--- src/rtl/aes_pkg.sv ---
// Shared AES helpers for the key schedule: S-box table, GF(2^8) arithmetic,
// key-size derivation and the expansion FSM state type.
package aes_pkg;

  typedef enum logic [1:0] {
    ST_IDLE,
    ST_EXPAND,
    ST_DONE
  } ks_state_e;

  localparam logic [0:255][7:0] SBOX = {
    128'h637c777bf26b6fc53001672bfed7ab76,
    128'hca82c97dfa5947f0add4a2af9ca472c0,
    128'hb7fd9326363ff7cc34a5e5f171d83115,
    128'h04c723c31896059a071280e2eb27b275,
    128'h09832c1a1b6e5aa0523bd6b329e32f84,
    128'h53d100ed20fcb15b6acbbe394a4c58cf,
    128'hd0efaafb434d338545f9027f503c9fa8,
    128'h51a3408f929d38f5bcb6da2110fff3d2,
    128'hcd0c13ec5f974417c4a77e3d645d1973,
    128'h60814fdc222a908846eeb814de5e0bdb,
    128'he0323a0a4906245cc2d3ac629195e479,
    128'he7c8376d8dd54ea96c56f4ea657aae08,
    128'hba78252e1ca6b4c6e8dd741f4bbd8b8a,
    128'h703eb5664803f60e613557b986c11d9e,
    128'he1f8981169d98e949b1e87e9ce5528df,
    128'h8ca1890dbfe6426841992d0fb054bb16
  };

  function automatic logic [7:0] sbox(input logic [7:0] b);
    return SBOX[b];
  endfunction

  function automatic logic [7:0] xtime(input logic [7:0] b);
    return {b[6:0], 1'b0} ^ (b[7] ? 8'h1b : 8'h00);
  endfunction

  function automatic logic [7:0] gmul(input logic [7:0] a, input logic [7:0] b);
    logic [7:0] p;
    logic [7:0] x;
    p = 8'h00;
    x = a;
    for (int k = 0; k < 8; k++) begin
      if (b[k]) p = p ^ x;
      x = xtime(x);
    end
    return p;
  endfunction

  function automatic logic [31:0] inv_mix_column(input logic [31:0] c);
    logic [7:0] a0, a1, a2, a3;
    {a0, a1, a2, a3} = c;
    return {gmul(a0, 8'h0e) ^ gmul(a1, 8'h0b) ^ gmul(a2, 8'h0d) ^ gmul(a3, 8'h09),
            gmul(a0, 8'h09) ^ gmul(a1, 8'h0e) ^ gmul(a2, 8'h0b) ^ gmul(a3, 8'h0d),
            gmul(a0, 8'h0d) ^ gmul(a1, 8'h09) ^ gmul(a2, 8'h0e) ^ gmul(a3, 8'h0b),
            gmul(a0, 8'h0b) ^ gmul(a1, 8'h0d) ^ gmul(a2, 8'h09) ^ gmul(a3, 8'h0e)};
  endfunction

  // Key length in words, round count and schedule length from the key size.
  function automatic int nk_of(input int key_bits);
    return key_bits / 32;
  endfunction

  function automatic int nr_of(input int key_bits);
    return key_bits / 32 + 6;
  endfunction

  function automatic int nw_of(input int key_bits);
    return 4 * (key_bits / 32 + 7);
  endfunction

endpackage

--- src/rtl/aes_key_schedule_if.sv ---
// Request/status/read-port bundle of the AES key schedule.
interface aes_key_schedule_if #(
  parameter int KEY_BITS = 128
);
  logic                start;
  logic [KEY_BITS-1:0] key_in;
  logic                busy;
  logic                done;
  logic [3:0]          rd_round;
  logic                rd_inv;
  logic [127:0]        rd_key;
  logic                rd_valid;

  modport master (
    output start, key_in, rd_round, rd_inv,
    input  busy, done, rd_key, rd_valid
  );

  modport slave (
    input  start, key_in, rd_round, rd_inv,
    output busy, done, rd_key, rd_valid
  );
endinterface

--- src/rtl/aes_sub_word.sv ---
// SubWord: four parallel S-box lookups on a 32-bit word, purely combinational.
module aes_sub_word
  import aes_pkg::*;
(
  input  logic [31:0] word_i,
  output logic [31:0] word_o
);
  for (genvar b = 0; b < 4; b++) begin : g_byte
    assign word_o[8*b +: 8] = sbox(word_i[8*b +: 8]);
  end
endmodule

--- src/rtl/aes_key_schedule.sv ---
// AES-128/192/256 key expansion, one word per cycle, with a registered round-key read port.
// Build macro AES_KEY_EQINV_EN adds the equivalent-inverse (InvMixColumns) read path.
module aes_key_schedule
  import aes_pkg::*;
#(
  parameter int KEY_BITS = 128
) (
  input logic               clk,
  input logic               rest,
  aes_key_schedule_if.slave ks
);

  localparam int NK = nk_of(KEY_BITS);
  localparam int NR = nr_of(KEY_BITS);
  localparam int NW = nw_of(KEY_BITS);
  localparam int AW = 6;
  localparam logic [3:0] NR_L = 4'(NR);

  if (KEY_BITS != 128 && KEY_BITS != 192 && KEY_BITS != 256) begin : g_bad_key_bits
    $error("aes_key_schedule: KEY_BITS must be 128, 192 or 256");
  end

  ks_state_e      state_q, state_d;
  logic [AW-1:0]  idx_q, idx_d;
  logic [2:0]     mod_q, mod_d;
  logic [7:0]     rcon_q, rcon_d;
  logic [31:0]    prev_q, prev_d;
  logic           wr_en_q, wr_en_d;
  logic [AW-1:0]  wr_addr_q, wr_addr_d;
  logic [31:0]    wr_data_q, wr_data_d;
  logic [127:0]   rd_key_q, rd_key_d;
  logic           rd_valid_q, rd_valid_d;
  logic [31:0]    w_q [NW];

  logic           load, gen;
  logic [31:0]    sub_in, sub_out, temp, new_word;

  // ---------------- FSM: state register / next state / outputs ----------------
  always_ff @(posedge clk) begin
    if (rest) state_q <= ST_IDLE;
    else      state_q <= state_d;
  end

  // NOTE: combinational blocks use blocking '=' with a default first, so every path assigns and no latch is inferred.
  always_comb begin
    state_d = state_q;
    case (state_q)
      ST_IDLE, ST_DONE: if (ks.start) state_d = ST_EXPAND;
      ST_EXPAND:        if (idx_q == AW'(NW)) state_d = ST_DONE;
      default:          state_d = ST_IDLE;
    endcase
  end

  always_comb begin
    ks.busy = (state_q == ST_EXPAND);
    ks.done = (state_q == ST_DONE);
    load    = ks.start && (state_q != ST_EXPAND);
    gen     = (state_q == ST_EXPAND) && (idx_q != AW'(NW));
  end

  // ---------------- Expansion datapath ----------------
  // w[i-1] lives in prev_q; the new word is written one edge later, giving a drain cycle.
  assign sub_in = (mod_q == 3'd0) ? {prev_q[23:0], prev_q[31:24]} : prev_q;

  aes_sub_word u_sub_word (
    .word_i (sub_in),
    .word_o (sub_out)
  );

  always_comb begin
    temp = prev_q;
    if (mod_q == 3'd0)                  temp = sub_out ^ {rcon_q, 24'h0};
    else if (NK == 8 && mod_q == 3'd4)  temp = sub_out;
  end

  assign new_word = w_q[idx_q - AW'(NK)] ^ temp;

  always_comb begin
    idx_d     = idx_q;
    mod_d     = mod_q;
    rcon_d    = rcon_q;
    prev_d    = prev_q;
    wr_en_d   = 1'b0;
    wr_addr_d = wr_addr_q;
    wr_data_d = wr_data_q;
    if (load) begin
      idx_d  = AW'(NK);
      mod_d  = 3'd0;
      rcon_d = 8'h01;
      prev_d = ks.key_in[31:0];
    end else if (gen) begin
      wr_en_d   = 1'b1;
      wr_addr_d = idx_q;
      wr_data_d = new_word;
      prev_d    = new_word;
      idx_d     = idx_q + AW'(1);
      mod_d     = (mod_q == 3'(NK - 1)) ? 3'd0 : mod_q + 3'd1;
      if (mod_q == 3'd0) rcon_d = xtime(rcon_q);
    end
  end

  // NOTE: the word store has no reset; it is only readable once a full expansion has rewritten it.
  always_ff @(posedge clk) begin
    if (load) begin
      for (int k = 0; k < NK; k++) w_q[k] <= ks.key_in[KEY_BITS-1-32*k -: 32];
    end
    if (wr_en_q) w_q[wr_addr_q] <= wr_data_q;
  end

  // ---------------- Read port ----------------
  logic [AW-1:0] rd_base;
  logic [127:0]  plain_key, sel_key;

  assign rd_base   = {ks.rd_round, 2'b00};
  assign plain_key = {w_q[rd_base], w_q[rd_base + AW'(1)],
                      w_q[rd_base + AW'(2)], w_q[rd_base + AW'(3)]};

`ifdef AES_KEY_EQINV_EN
  logic [127:0] inv_key;
  always_comb begin
    for (int c = 0; c < 4; c++) inv_key[127-32*c -: 32] = inv_mix_column(plain_key[127-32*c -: 32]);
  end
  assign sel_key = (ks.rd_inv && ks.rd_round != 4'd0 && ks.rd_round < NR_L) ? inv_key : plain_key;
`else
  logic unused_rd_inv;
  assign unused_rd_inv = ks.rd_inv;
  assign sel_key       = plain_key;
`endif

  always_comb begin
    rd_valid_d = (state_q == ST_DONE) && (ks.rd_round <= NR_L);
    rd_key_d   = rd_valid_d ? sel_key : '0;
  end

  assign ks.rd_key   = rd_key_q;
  assign ks.rd_valid = rd_valid_q;

  always_ff @(posedge clk) begin
    if (rest) begin
      idx_q      <= '0;
      mod_q      <= '0;
      rcon_q     <= 8'h01;
      prev_q     <= '0;
      wr_en_q    <= 1'b0;
      wr_addr_q  <= '0;
      wr_data_q  <= '0;
      rd_key_q   <= '0;
      rd_valid_q <= 1'b0;
    end else begin
      idx_q      <= idx_d;
      mod_q      <= mod_d;
      rcon_q     <= rcon_d;
      prev_q     <= prev_d;
      wr_en_q    <= wr_en_d;
      wr_addr_q  <= wr_addr_d;
      wr_data_q  <= wr_data_d;
      rd_key_q   <= rd_key_d;
      rd_valid_q <= rd_valid_d;
    end
  end

endmodule

--- src/flat_wrapper.sv ---
// flat-port wrapper written by rule: the top's interface ports become plain ports
module aes_key_schedule_flat import aes_pkg::*;
#(
  parameter int KEY_BITS = 128
)
  (clk, rest, ks_start, ks_key_in, ks_rd_round, ks_rd_inv, ks_busy, ks_done, ks_rd_key, ks_rd_valid);
  aes_key_schedule_if #(.KEY_BITS(KEY_BITS)) ks_i ();
  input logic clk;
  input logic rest;
  input wire logic [$bits(ks_i.start)-1:0] ks_start;
  input wire logic [$bits(ks_i.key_in)-1:0] ks_key_in;
  input wire logic [$bits(ks_i.rd_round)-1:0] ks_rd_round;
  input wire logic [$bits(ks_i.rd_inv)-1:0] ks_rd_inv;
  output wire logic [$bits(ks_i.busy)-1:0] ks_busy;
  output wire logic [$bits(ks_i.done)-1:0] ks_done;
  output wire logic [$bits(ks_i.rd_key)-1:0] ks_rd_key;
  output wire logic [$bits(ks_i.rd_valid)-1:0] ks_rd_valid;
  assign ks_i.start = ks_start;
  assign ks_i.key_in = ks_key_in;
  assign ks_i.rd_round = ks_rd_round;
  assign ks_i.rd_inv = ks_rd_inv;
  assign ks_busy = ks_i.busy;
  assign ks_done = ks_i.done;
  assign ks_rd_key = ks_i.rd_key;
  assign ks_rd_valid = ks_i.rd_valid;
  aes_key_schedule #(.KEY_BITS(KEY_BITS)) u_core (.clk(clk), .rest(rest), .ks(ks_i));
endmodule
--- config.mk ---
export PLATFORM = sky130hd
export DESIGN_NAME = aes_key_schedule_flat
export DESIGN_NICKNAME = d
export VERILOG_FILES = /design/src/rtl/aes_pkg.sv /design/src/rtl/aes_key_schedule_if.sv /design/src/rtl/aes_sub_word.sv /design/src/rtl/aes_key_schedule.sv /design/src/flat_wrapper.sv
export SDC_FILE = /design/constraint.sdc
export NUM_CORES = 2
export LEC_CHECK = 0
export CELL_PAD_IN_SITES_DETAIL_PLACEMENT = 0
export CELL_PAD_IN_SITES_GLOBAL_PLACEMENT = 1
export CORE_MARGIN = 1.5
export CORE_UTILIZATION = 26
export CTS_BUF_LIST = sky130_fd_sc_hd__clkbuf_8 sky130_fd_sc_hd__clkbuf_16
export DETAILED_ROUTE_END_ITERATION = 16
export PLACE_DENSITY = 0.45
export SYNTH_ARGS = -nofsm -noshare
export SYNTH_HDL_FRONTEND = slang
export SYNTH_SLANG_ARGS = --single-unit
--- constraint.sdc ---
create_clock -name clk -period 5.5 [get_ports clk]
set_input_delay 0.825 -clock clk [delete_from_list [all_inputs] [get_ports clk]]
set_output_delay 0.825 -clock clk [all_outputs]
set_load 0.01 [all_outputs]
==> run metrics <==
status completed; Tot Pwr 36.4 mW; Fmax 197 MHz; Post-synth EDFFs 1408; GRT Util Overall 23.3%; Longest Clk Path Bufs 4; Worst path slowest cell ha_1; vias 66338; Ys Warns 0; die height approximately 590 um; Crit Path Max Fanout 12; Max-Cap Viols 0; number of remaining DRC errors 0; placed insts 11251; Min Clock Period, post-route just over 5 ns; total congestion overflow 0; layout cells sized above 1 approximately 25%; Core ar. 0.340 sq mm; hold crit path type flip-flop to flip-flop; GR Util met2 39.0%; RePlAce Congestion 0.937; Synth area leaders edfxtp_1, mux4_2, dfxtp_1; # setup viols final 0; Setup crit end u_core.prev_q[17]$_SDFFE_PP0P_; Power Dens Cells 347 mW/mm^2; CTS H-tree depth 4; worst skew pair latency 0.87 ns; sequential element share of the synthesized area 52.4%; Leak 33.3 nW; cts bufs inserted between 150 and 200; CTS sink cnt 1627; Buffers on Ports around 270; post-DP HPWL 285000 um; dpl ws 0.401 ns; fin nets 7099; first-pass GRT wire length approximately 570000 um; vias in the first global route 66770; Slew HR 21.2%; Synth top area share 47.5%; CP Cell Sequence inv_1 -> ha_1 -> nand2b_4 -> buf_4 -> mux2_2 -> ha_1 -> nor3_1 -> a2111oi_0 -> buf_4 -> a311o_1 -> a211oi_1 -> a311oi_1 -> buf_4 -> o21ai_1 -> xnor2_1 -> a211oi_1; post-synth top area cell edfxtp_1; Syn Nets 6833; DR WL/cell 35.9 um; antenna violations before repair 13; post-route setup slack 0.419 ns; hold slack 0.480 ns; Post-CTS Setup Bufs 0; FF-to-FF path depth 16; Critical Setup Path Class flip-flop to flip-flop; final hold violations 0; IO Pins 267; synthesized area 0.0890 sq mm; largest net degree at the start of global routing 167; DIE WIDTH 588 um; final slew viol count 0; reg-to-reg slack, setup 0.42 ns; VDD IR max 249 uV; Worst setup EP type flip-flop; met1 Use GR between 30% and 40%; commonest cells after routing, fill and taps aside edfxtp_1, mux4_2, buf_4; Seq cells post-synth about 1600; Detailed Route WL about 420000 um; Synth Flop Type edfxtp_1; FF-to-FF Start u_core.mod_q[0]$_SDFFE_PP0P_; Avg Vias per Cell about 5.7; Post-CTS Resized 0; synthesized instance count 6641; measured slew at the worst slew-check pin ~1.1 ns; synth unique cells 104; critical path's largest stage delay around 0.74 ns; drt pass-1 iters 6; Final Non-Filler Cells between 10000 and 15000; Mean Syn Cell Area 13.4 sq um; Setup Skew 0.0647 ns; hold_buf cts 0; layer with the highest usage met2; CP Launch Point u_core.mod_q[0]$_SDFFE_PP0P_; synth-to-layout area growth 18.0%; RSZ-0062 raised after global routing false; Async SR Flop Fraction 0%; Worst Path Arrival approximately 5.8 ns; RR Endpoint u_core.prev_q[17]$_SDFFE_PP0P_; CP required approximately 6.2 ns; Initial Utilization a little over a quarter; CTS tree done; Worst-path clk slew 0.06 ns; Tcrit/Tclk final 92.4%; Die ar. 0.346 sq mm; routing usage on met3 2.93%; post-route ant nets 0; cell row count 214; Initial DRC Count 7537; commonest non-fill, non-tap cell in the layout edfxtp_1; Critical Path Start Type flip-flop; Final TNS setup 0 ns; Top cell by count, worst path buf_4; Clock Tree Root clkbuf_16
report_power, final:
| part | internal [mW] | switching, mW |
|---|---|---|
| registers | 13.9 | 0.399 |
| logic | 3.18 | 6.29 |
| clock network | 7.34 | 5.35 |
| total | 24.4 | 12.0 |
state kept, by name, indices dropped and copies added (netlist names):
register,flops
u_core.idx_q,6
u_core.state_q,2
u_core.wr_addr_q,6
u_core.ks.rd_key,128
u_core.rcon_q,8
u_core.mod_q,3
u_core.wr_data_q,32
u_core.ks.rd_valid,1
u_core.w_q,1408
u_core.prev_q,32
u_core.wr_en_q,1
layer usage:
metal | wire length, um | vias to the layer above | share of wire, %
met3 | 23700 | 588 | 5.7
li1 | - | 27519 | -
met2 | 199000 | 3032 | 48
met4 | 19200 | 4 | 4.6
met5 | 22 | - | 0.0053
met1 | 174000 | 35195 | 42
cells by family after synthesis:
kind of cell             count (synthesis)  synth area share [%]
multiplexers                          1091                  22.1
adder cells (fa/ha/maj)                 56                 0.787
AND/OR/NAND/NOR                       1353                  7.04
flip-flops                            1627                  52.4
AO/OA/AOI/OAI                         1757                  13.6
buffers and inverters                  716                  3.64
XOR/XNOR                                41                 0.404
synthesized netlist by cell type (12+ instances only):
library cell / count
mux2_2: 176
a311oi_1: 42
buf_6: 24
nor3_1: 111
a2111oi_0: 17
o2111ai_1: 17
o22ai_1: 31
o221ai_1: 44
o31ai_1: 30
a31oi_1: 89
ha_1: 56
a21boi_0: 12
o21ai_1: 13
nor2b_1: 147
mux2i_1: 233
or3_1: 18
o311a_1: 17
inv_1: 51
o21ai_0: 243
nand2b_1: 34
buf_1: 76
o311ai_0: 38
nand2_1: 376
o211ai_1: 95
and2_1: 17
dfxtp_1: 219
a211oi_1: 387
mux4_2: 678
nand3b_1: 15
a22oi_1: 16
xnor2_1: 30
a311o_1: 18
nand3_1: 86
o32ai_1: 12
edfxtp_1: 1408
buf_4: 47
and3_1: 21
a21oi_1: 405
nor2_1: 460
buf_2: 154
a221oi_1: 46
a211o_1: 20
clkbuf_1: 353
a21o_1: 20
through the flow:
step / area, sq um / utilization, %
after floorplan: 89000 / -
after global placement: 98900 / 29.1
after detailed placement: 98900 / 29.1
after CTS: 105000 / 30.9
after global routing: 105000 / 30.9
final: 105000 / 30.9
critical path, delay by kind of cell (launching register included):
kind                       cells  cell delay [ns]
AOI/OAI and AO/OA              6             1.82
xor gates and xnor gates       1             0.14
adders and majority gates      2             1.05
buffers and inverters          4             0.75
DFF                            1             0.35
muxes                          1             0.49
and+or+nand+nor                2             0.36
cell type report:
type | count | area (sq um)
fillers | 33861 | 235000
clock inverters | 131 | 1010
clock buffers | 206 | 5100
flip-flops and latches | 1627 | 46700
repair buffers | 729 | 6680
well taps | 4536 | 5680
multi-input cells | 4298 | 39600
inverters | 61 | 229
diodes | 6 | 15.0
worst min-delay path by stage:
stage / start / end / depth (start not counted)
detailed placement: u_core.mod_q[0]$_SDFFE_PP0P_ / u_core.mod_q[0]$_SDFFE_PP0P_ / 2
floorplan: u_core.rcon_q[5]$_SDFFE_PP0P_ / u_core.rcon_q[6]$_SDFFE_PP0P_ / 2
finish: u_core.mod_q[0]$_SDFFE_PP0P_ / u_core.mod_q[0]$_SDFFE_PP0P_ / 2
global route: u_core.rcon_q[6]$_SDFFE_PP0P_ / u_core.rcon_q[7]$_SDFFE_PP0P_ / 2
global placement: u_core.rcon_q[4]$_SDFFE_PP0P_ / u_core.rcon_q[5]$_SDFFE_PP0P_ / 2
CTS: u_core.rcon_q[6]$_SDFFE_PP0P_ / u_core.rcon_q[7]$_SDFFE_PP0P_ / 2
No activity file was read; power rests on OpenSTA's default activity.
